===== config.mk =====
export PLATFORM = sky130hd
export DESIGN_NAME = ex_fwd_ctrl
export DESIGN_NICKNAME = d
export VERILOG_FILES = /design/src/rtl/ex_fwd_ctrl.sv
export SDC_FILE = /design/constraint.sdc
export NUM_CORES = 1
export LEC_CHECK = 0
export BUFFER_PORTS_ARGS = -buffer_cell sky130_fd_sc_hd__buf_4
export CORE_MARGIN = 1
export CORE_UTILIZATION = 49
export DETAILED_ROUTE_END_ITERATION = 10
export MAX_ROUTING_LAYER = met4
export PLACE_DENSITY = 0.92
export SYNTH_ARGS = -nofsm -noshare
export SYNTH_HDL_FRONTEND = slang
export SYNTH_SLANG_ARGS = --single-unit

===== constraint.sdc =====
create_clock -name clk -period 4.29 [get_ports clk]
set_input_delay 0.858 -clock clk [delete_from_list [all_inputs] [get_ports clk]]
set_output_delay 0.858 -clock clk [all_outputs]
set_load 0.02 [all_outputs]

===== src/rtl/ex_fwd_ctrl.sv =====
// Execute-stage operand controller: tracks the writeback slot, drives operand
// forwarding selects, and holds the pipeline while a load's data is outstanding.
module ex_fwd_ctrl #(
  parameter int REG_AW  = 5,
  parameter int TIMEOUT = 64,
  parameter int CNT_W   = 7
) (
  input  logic              clk,
  input  logic              rst,
  input  logic              ex_valid,
  input  logic [REG_AW-1:0] ex_rs1,
  input  logic [REG_AW-1:0] ex_rs2,
  input  logic [REG_AW-1:0] ex_rd,
  input  logic              ex_we,
  input  logic              ex_load,
  input  logic              flush,
  input  logic              mem_rvalid,
  output logic [1:0]        sel_a,
  output logic [1:0]        sel_b,
  output logic              stall,
  output logic [REG_AW-1:0] wb_rd,
  output logic              rf_we,
  output logic              mem_err
);

  localparam logic [0:0] S_RUN  = 1'b0;
  localparam logic [0:0] S_WAIT = 1'b1;

  localparam logic [1:0] SEL_RF  = 2'd0;
  localparam logic [1:0] SEL_ALU = 2'd1;
  localparam logic [1:0] SEL_LD  = 2'd2;

  logic [0:0]       state;
  logic [CNT_W-1:0] cnt;
  logic             wb_we;
  logic             wb_load;
  logic             waiting;
  logic             timeout;
  logic             nxt_we;
  logic             nxt_load;

  assign waiting  = (state == S_WAIT) & ~mem_rvalid;
  assign timeout  = waiting & (cnt == CNT_W'(TIMEOUT - 1));
  assign stall    = waiting & ~timeout;
  assign mem_err  = timeout;

  assign nxt_we   = ex_valid & ex_we & ~flush;
  assign nxt_load = ex_valid & ex_load & ~flush;

  // Load results only reach the register file on the cycle their data returns.
  assign rf_we = wb_we & (~wb_load | ((state == S_WAIT) & mem_rvalid));

  function automatic logic [1:0] fwd_sel(input logic [REG_AW-1:0] rs);
    if (ex_valid && wb_we && (wb_rd == rs) && (rs != '0))
      return wb_load ? SEL_LD : SEL_ALU;
    return SEL_RF;
  endfunction

  assign sel_a = fwd_sel(ex_rs1);
  assign sel_b = fwd_sel(ex_rs2);

  // Any advance (including a timeout abort) re-evaluates the wait state from
  // the instruction entering WB, so a load following an abort is still tracked.
  always_ff @(posedge clk or posedge rst) begin
    if (rst) begin
      state   <= S_RUN;
      cnt     <= '0;
      wb_rd   <= '0;
      wb_we   <= 1'b0;
      wb_load <= 1'b0;
    end else if (!stall) begin
      wb_rd   <= ex_rd;
      wb_we   <= nxt_we;
      wb_load <= nxt_load;
      state   <= nxt_load ? S_WAIT : S_RUN;
      cnt     <= '0;
    end else begin
      cnt     <= cnt + 1'b1;
    end
  end

endmodule


# Word-level counts from Yosys, hierarchy flattened

Cells that the tools add are included.
Widths: inputs -> output; s select.

Bits in registers: 15
Input port bits: 22

$add $sub $neg: 1
Eq/ne operators: 3
Multiplexer cells: 9
Bitwise logic cells: 14
Reduce and logical (&&, ||, !) cells: 7

Operator list:

| cell                | count |
|---|---|
| $eq 5x5->1          | 2 |
| $mux 2              | 5 |
| $reduce_bool 5->1   | 2 |
| $and 1x1->1         | 9 |
| $add 7x1->7 const B | 1 |
| $eq 7x6->1 const B  | 1 |
| $mux 7              | 1 |
| $logic_and 1x1->1   | 5 |
| $not 1->1           | 4 |
| $mux 1              | 3 |
| $or 1x1->1          | 1 |

# Longest topological paths before layout

Gate-level depths: netlist of the first run.

Word-level depth: 6
Gate-level depth with buffers: 5

# Least setup slack after synthesis of the first run

Ideal clock, no wire load.

Path type: input to output
Start: input ex_rs1[4]
End: output sel_a[0]
Arrival time: 2.057 ns
Data required time: 3.432 ns
Setup slack: 1.375 ns
Stages on the path: 3
Path buffers: 0
Path through: nor2b_1 > a2111o_1 > nor4_1

Longest elaborated chain between the ends: 5
Elaborated cells between the ends (all ways): 6
Classes of those cells: eq/ne: 1; mux: 2; reduce/logical: 3

Ends and longest elaborated chain:

| element             | line | source |
|---|---|---|
| start, declared     | 11   | `input logic [REG_AW-1:0] ex_rs1,` |
| $eq 5x5->1          | 54   | `if (ex_valid && wb_we && (wb_rd == rs) && (rs != '0))` |
| $logic_and 1x1->1   | 54   |  |
| $logic_and 1x1->1 * | 54   |  |
| $mux 1 *            | 54   |  |
| $mux 2 *            | 56   | `return SEL_RF;` |
| end, declared       | 18   | `output logic [1:0] sel_a,` |

Every way passes the cells marked *; elsewhere a longest branch is shown, timed or not.

# Worst setup path after layout of the first run

Same ends and word-level chain as after synthesis.

==> metrics.md, run 1 <==
| Metric | Value |
|---|---|
| Syn nets | `96` |
| Root Buffer | `clkbuf_4` |
| Vias in the first global route | `about 660` |
| Critical Path Source Type | `primary input` |
| Peak supply drop | `between 200 and 250 uV` |
| Mux contribution to synthesized area | `10.6%` |
| Synth Area in Compound Gates | `under 10%` |
| Synthesized cell area | `around 800 um2` |
| Post-CTS Setup Repair Bufs | `0` |
| Final Hold Fails | `0` |
| Num ports | `34` |
| Critical path arrival | `1970 ps` |
| Worst slew pin tran | `524 ps` |
| Cell-internal power | `0.203 mW` |
| Synth Area in Adders | `~1.6%` |
| Antenna violations before repair | `0` |
| Clk Latency, worst-skew pair | `approximately 270 ps` |
| Synth cell types | `28` |
| Fmax | `354 MHz` |
| H-tree depth | `1` |
| Residual DRC | `0` |
| Worst path bufs/invs | `2` |
| Grt ovf | `0` |
| Clock network power share | `between 20% and 30%` |
| Max-slew headroom | `65.0%` |
| Slowest cell on the critical path | `a2111o_1` |
| Fraction of layout cells with a size suffix above 1 | `between 30% and 40%` |
| Static Leak | `between 0.5 and 0.6 nW` |
| # nets final | `between 100 and 150` |
| CP max FO | `2` |
| Final slew viol count | `0` |
| CTS tree | `yes` |
| GRT Total Usage | `roughly 22%` |
| Core Region | `approximately 1500 um2` |
| Num rows | `14` |
| Req. time, crit path | `between 3000 and 4000 ps` |
| CTS Buffer Depth | `2` |
| Part of the power in registers | `about 53%` |
| Largest family of logic cells by synthesized area | `simple AND/OR/NAND/NOR gates` |
| Switching Share | `a little over a quarter` |
| Drt wl/cell | `between 10 and 15 um` |
| Vias | `just under 700` |
| Die Y | `between 40 and 50 um` |
| Synth Area in XOR/XNOR | `between 10% and 20%` |
| Combinational power share | `a little over a fifth` |
| First-pass GRT wire length | `~2800 um` |
| CTS Sinks | `14` |
| Synthesized area per cell | `around 11 um2` |
| Critical path capture point type | `output pin` |
| Hold Crit Class | `flip-flop to flip-flop` |
| ANT cells | `0` |
| Pin count of the biggest net entering global routing | `15` |
| Internal reg-to-reg setup slack | `~2500 ps` |
| Layout area overhead | `35.7%` |
| Post-Synth Simple-Gate Area | `about a fifth` |
| Min cycle time layout | `about 2800 ps` |
| Yosys reg bits | `14` |
| Placer Congestion | `just under 0.8` |
| Post-synthesis sequential area ratio | `between 40% and 50%` |
| Sw power | `around 0.073 mW` |
| Cells after Synth | `between 70 and 80` |
| Overall die width | `41.9 um` |
| PD cells | `approximately 260 nW/um2` |
| Initial Utilization | `between 50 and 60%` |
| Worst-path cell chain | `buf_4 > nor2b_1 > a2111o_1 > nor4_1 > buf_4` |
| TNS Setup | `0 ps` |
| Period utilisation layout | `65.9%` |
| Routed vias/inst | `5.53` |
| Total Wirelength | `around 1600 um` |
| Most frequent CP cell | `buf_4` |
| Worst setup path class | `primary input to output pin` |
| CTS Buf Count | `3` |
| I/O Buffers | `33` |
| Clock Skew | `1.02 ps` |
| Fillers | `111` |
| Initial DRC count | `11` |
| Maxcap violations | `0` |
| PnR Total Power | `between 0.2 and 0.3 mW` |
| Post-DP HPWL | `between 1000 and 1500 um` |
| Clock transition at path regs | `80 ps` |
| Die ar. | `about 1800 um2` |
| RSZ-0062 raised after global routing | `false` |
| Crit-path max cell delay | `between 400 and 500 ps` |
| PostCTS Resize Cnt | `0` |
| CP top delay family | `compound AO/OA/AOI/OAI gates` |
| Synthesis Warnings | `0` |
| Status | `completed` |
| Antenna Nets Post-Route | `0` |
| CTS Hold Buffers Added | `0` |
| Drt first pass iters | `4` |
| Final setup violation count | `0` |
==> through the flow <==
stage	instance area (um2)	cells	hold WS [ps]	setup slack [ps]	utilization [%]
floorplan	781	73	431	1370	-
global placement	1040	121	446	1550	69.7
detailed placement	1040	121	455	1480	69.7
CTS	1060	124	467	1470	71.2
global route	1060	124	505	1430	71.2
finish	1060	124	464	1460	71.2
==> state kept, by name (all words and copies together) (netlist names) <==
register and cells:
cnt 7, wb_rd 5, state 1, wb_we 1
==> placed cells by master (no fill, tap or decap), drive strengths merged, types with 2 or more instances in the layout <==
| master | netlist | layout |
|---|---|---|
| a21oi | 2 | 2 |
| buf | 1 | 33 |
| clkbuf | 0 | 3 |
| dfrtp | 14 | 14 |
| inv | 7 | 7 |
| mux2 | 6 | 6 |
| nand2 | 2 | 2 |
| nand3 | 3 | 3 |
| nor2 | 6 | 6 |
| nor4 | 4 | 4 |
| or4 | 2 | 2 |
| xnor2 | 8 | 8 |
| xor2 | 3 | 3 |
==> cells in the mapped netlist <==
| cell | instances | area share (%) |
|---|---|---|
| a2111o_1 | 1 | 1.4 |
| a21oi_1 | 2 | 1.3 |
| a41o_1 | 1 | 1.3 |
| and2_1 | 1 | 0.80 |
| and3_4 | 1 | 1.4 |
| and3b_1 | 1 | 1.1 |
| buf_6 | 1 | 1.4 |
| dfrtp_1 | 14 | 45 |
| ha_1 | 1 | 1.6 |
| inv_1 | 7 | 3.4 |
| mux2_2 | 2 | 2.9 |
| mux2_4 | 4 | 7.7 |
| nand2_1 | 2 | 0.96 |
| nand2b_1 | 1 | 0.80 |
| nand3_1 | 3 | 1.9 |
| nand3b_1 | 1 | 0.96 |
| nand4_1 | 1 | 0.80 |
| nor2_1 | 6 | 2.9 |
| nor2b_1 | 1 | 0.80 |
| nor3_1 | 1 | 0.64 |
| nor3b_1 | 1 | 0.96 |
| nor4_1 | 4 | 3.2 |
| o2111ai_1 | 1 | 1.1 |
| o21ai_0 | 1 | 0.64 |
| or3_1 | 1 | 0.80 |
| or4_1 | 2 | 1.9 |
| xnor2_1 | 8 | 9.0 |
| xor2_1 | 3 | 3.4 |
==> final timing paths <==
path | from | to | cells after the start
max in group asynchronous | rst | wb_we | 2
min reg2reg | cnt[0] | cnt[0] | 1
max | ex_rs1[4] | sel_a[0] | 5
min | cnt[0] | cnt[0] | 1
max reg2reg | cnt[0] | wb_rd[2] | 4
min in group asynchronous | rst | wb_rd[1] | 2
==> area by class of cell <==
type                    instances  area (um2)  area share (%)
multi-input cells              51         393            37.1
flip-flops and latches         14         350            33.1
repair buffers                 33         248            23.4
inverters                       7        26.3            2.48
clock buffers                   3        22.5            2.13
well taps                      16        20.0            1.89
==> power groups by stage <==
stage                     combinational (mW)  clock (mW)  sequential, mW
after floorplan                       0.0271           0           0.150
after global placement                0.0563           0           0.148
after detailed placement              0.0583           0           0.148
after CTS                             0.0585      0.0746           0.145
after global routing                  0.0626      0.0816           0.147
final                                 0.0578      0.0730           0.145
==> metal layers <==
metal  track usage [%]  share of wire (%)
met4              7.74                  0
met2              35.9                 52
met5                 -                  0
met1              26.4                 42
met3              4.35                5.3
==> cell families (layout without fill, tap and decap cells) <==
family,Yosys count,after routing
simple gates,27,27
flops,14,14
xor+xnor,11,11
buf+inv,8,43
compound gates,6,6
mux,6,6
fa+ha+maj,1,1
(Power assumes the default switching activity.)
==> run 2: changes to the inputs <==
Settings changed: ABC_AREA set to 1, CORE_UTILIZATION 49 to 47, PLACE_DENSITY 0.92 to 0.88.
Clock period 4.29 ns to 2.8 ns, I/O delays scaled along.
==> run 2 against run 1 <==
  * Routed wire length up 24%
  * Synthesized cell count increased by 68%
  * Highest routed layer is now met4
  * Die area is 15% higher
  * Count of clock-buffer cells in the layout stayed put
  * Total power increased by 56%
  * Setup slack got worse by 870 ps
  * Worst hold slack got worse by 160 ps
  * Sequential power rose by 52%
  * First-iteration DRC count rose by 100%
  * Via count is 33% higher
  * Critical path type is now flip-flop to output pin
  * Synthesized area is 11% higher
  * Cell count is 48% higher
==> metrics.md, run 2 <==
| Metric | Value |
|---|---|
| Post-synthesis async set-or-reset flop share | `100%` |
| FF-to-FF End | `state` |
| Initial DRC count | `22` |
| Max-slew headroom | `65.6%` |
| Most common cell after layout, fill and taps aside | `nand2_1` |
| RSZ-0062 raised after global routing | `false` |
| First-pass GRT wire length | `3330 um` |
| Hold_ws | `between 300 and 400 ps` |
| Antenna Nets Post-Route | `0` |
| Critical path capture point type | `output pin` |
| Mux contribution to synthesized area | `0%` |
| CTS Buffer Depth | `2` |
| Critical path arrival | `between 1500 and 2000 ps` |
| Clk Latency, worst-skew pair | `between 200 and 300 ps` |
| Synth Area in Adders | `~1.4%` |
| Pin count of the biggest net entering global routing | `15` |
| Core Region | `approximately 1700 um2` |
| PostCTS Resize Cnt | `0` |
| Post-DP HPWL | `1660 um` |
| Placer Congestion | `approximately 0.71` |
| CTS Hold Buffers Added | `0` |
| Cells after Synth | `about 120` |
| Antenna violations before repair | `0` |
| Synth cell types | `17` |
| Reg with most FFs | `cnt` |
| Maxcap violations | `0` |
| Post-synth top cells | `nand2_1, inv_1, nor2_1` |
| Fraction of layout cells with a size suffix above 1 | `25.9%` |
| Reg2Reg Depth | `6` |
| Critical Path Source Type | `flip-flop` |
| Root Buffer | `clkbuf_4` |
| Die ar. | `approximately 2000 um2` |
| Internal reg-to-reg setup slack | `about 1400 ps` |
| Die Y | `between 40 and 50 um` |
| Fillers | `about 160` |
| # nets final | `between 150 and 200` |
| Vias in the first global route | `~860` |
| Syn nets | `146` |
| Largest family of logic cells by synthesized area | `simple AND/OR/NAND/NOR gates` |
| Final core occ | `about two thirds` |
| Final slew viol count | `0` |
| Synthesized area per cell | `between 7 and 8 um2` |
| Most common cell in the netlist | `nand2_1` |
| TNS Setup | `0 ps` |
| Area share of the largest cell type after synthesis | `between 40% and 50%` |
| Final setup violation count | `0` |
| Synth Flop Type | `dfrtp_1` |
| Min cycle time layout | `approximately 2200 ps` |
| ANT cells | `0` |
| GRT Total Usage | `23.7%` |
| Final Hold Fails | `0` |
| Period utilisation layout | `79.0%` |
| Num ports | `34` |
| Worst r2r src | `cnt[0]` |
| Total Wirelength | `2050 um` |
| Hold Crit Class | `primary input to async pin` |
| Post-CTS Setup Repair Bufs | `0` |
| Static Leak | `0.622 nW` |
| Post-Synth Simple-Gate Area | `about two fifths` |
| Clock transition at path regs | `about 80 ps` |
| Worst setup path class | `flip-flop to output pin` |
| Post-synthesis sequential area ratio | `40.5%` |
| Biggest regs | `cnt (7), wb_rd (5)` |
| Grt ovf | `0` |
| PD cells | `about 370 nW/um2` |
| Max reg flops | `7` |
| I/O Buffers | `33` |
| Initial Utilization | `about 50%` |
| Synthesized cell area | `866 um2` |
| Peak supply drop | `about 230 uV` |
| Status | `completed` |
| Vias | `912` |
| Yosys reg bits | `14` |
| Worst slew pin tran | `515 ps` |
| Overall die width | `between 40 and 50 um` |
| Routed vias/inst | `4.98` |
| Synth area leader | `dfrtp_1` |
| Drt wl/cell | `about 11 um` |
| Clock Skew | `2.37 ps` |
| Most frequent cells in the layout | `nand2_1, buf_4, inv_1, nor2_1, dfrtp_1` |
| Layout area overhead | `33.5%` |
| Synth Area in Compound Gates | `under 10%` |
| Residual DRC | `0` |
| H-tree depth | `1` |
| Num rows | `15` |
| EDFF count, synth | `0` |
| CTS Sinks | `14` |
| Ranking of synthesized cells by area | `dfrtp_1, nand2_1, inv_1` |
| Drt first pass iters | `4` |
| Synth Area in XOR/XNOR | `around 3%` |
| CTS Buf Count | `3` |
| Fmax | `452 MHz` |
| CTS tree | `yes` |
| Req. time, crit path | `2240 ps` |
| CP max FO | `13` |
| Synthesis Warnings | `0` |
run 2: metrics by stage:
step / std cells / power (mW) / setup WS (ps) / cell area (um2)
global route: 183 / 0.453 / 458 / 1160
finish: 183 / 0.431 / 589 / 1160
floorplan: 123 / 0.274 / 948 / 866
CTS: 183 / 0.435 / 579 / 1160
detailed placement: 180 / 0.321 / 880 / 1130
global placement: 180 / 0.317 / 897 / 1130
run 2: kinds of logic (layout without fill, tap and decap cells):
kind of cell | count (synthesis) | count (layout)
AND/OR/NAND/NOR | 74 | 74
buffers and inverters | 23 | 58
flip-flops | 14 | 14
AO/OA/AOI/OAI | 8 | 8
XOR/XNOR | 3 | 3
adder cells (fa/ha/maj) | 1 | 1
run 2: cell type report:
class / count / area (um2) / area share [%]
Sequential cell: 14 / 350 / 30.3
Multi-Input combinational cell: 86 / 422 / 36.5
Tap cell: 25 / 31.3 / 2.71
Inverter: 22 / 82.6 / 7.14
Timing Repair Buffer: 33 / 248 / 21.4
Clock buffer: 3 / 22.5 / 1.95
run 2: worst max-delay path by stage:
stage	start	to	slack (ps)	depth (start not counted)
final	cnt[0]	stall	590	7
after floorplan	ex_rs1[2]	sel_a[0]	950	6
after CTS	cnt[0]	stall	580	7
after global routing	cnt[0]	stall	460	7
after detailed placement	ex_valid	sel_b[1]	880	8
after global placement	ex_valid	sel_b[0]	900	8
run 2: where the power goes:
part           internal (mW)  switching (mW)
clock network         0.0500          0.0648
registers              0.211          0.0105
logic                 0.0446          0.0502
run 2: per-layer routing:
layer	up-vias	global-route usage (%)	part of all wire, %
met4	0	10.9	2.5
met5	-	-	0
met2	41	47.2	55
met3	7	3.60	5.2
li1	449	-	-
met1	415	21.2	37
run 2: critical path: stages (launching register included):
cell and delay [ps]:
dfrtp_1 380, ha_1 220, nand3_2 140, nor2_4 130
nand3_4 130, nand2_4 160, inv_1 50, buf_4 150
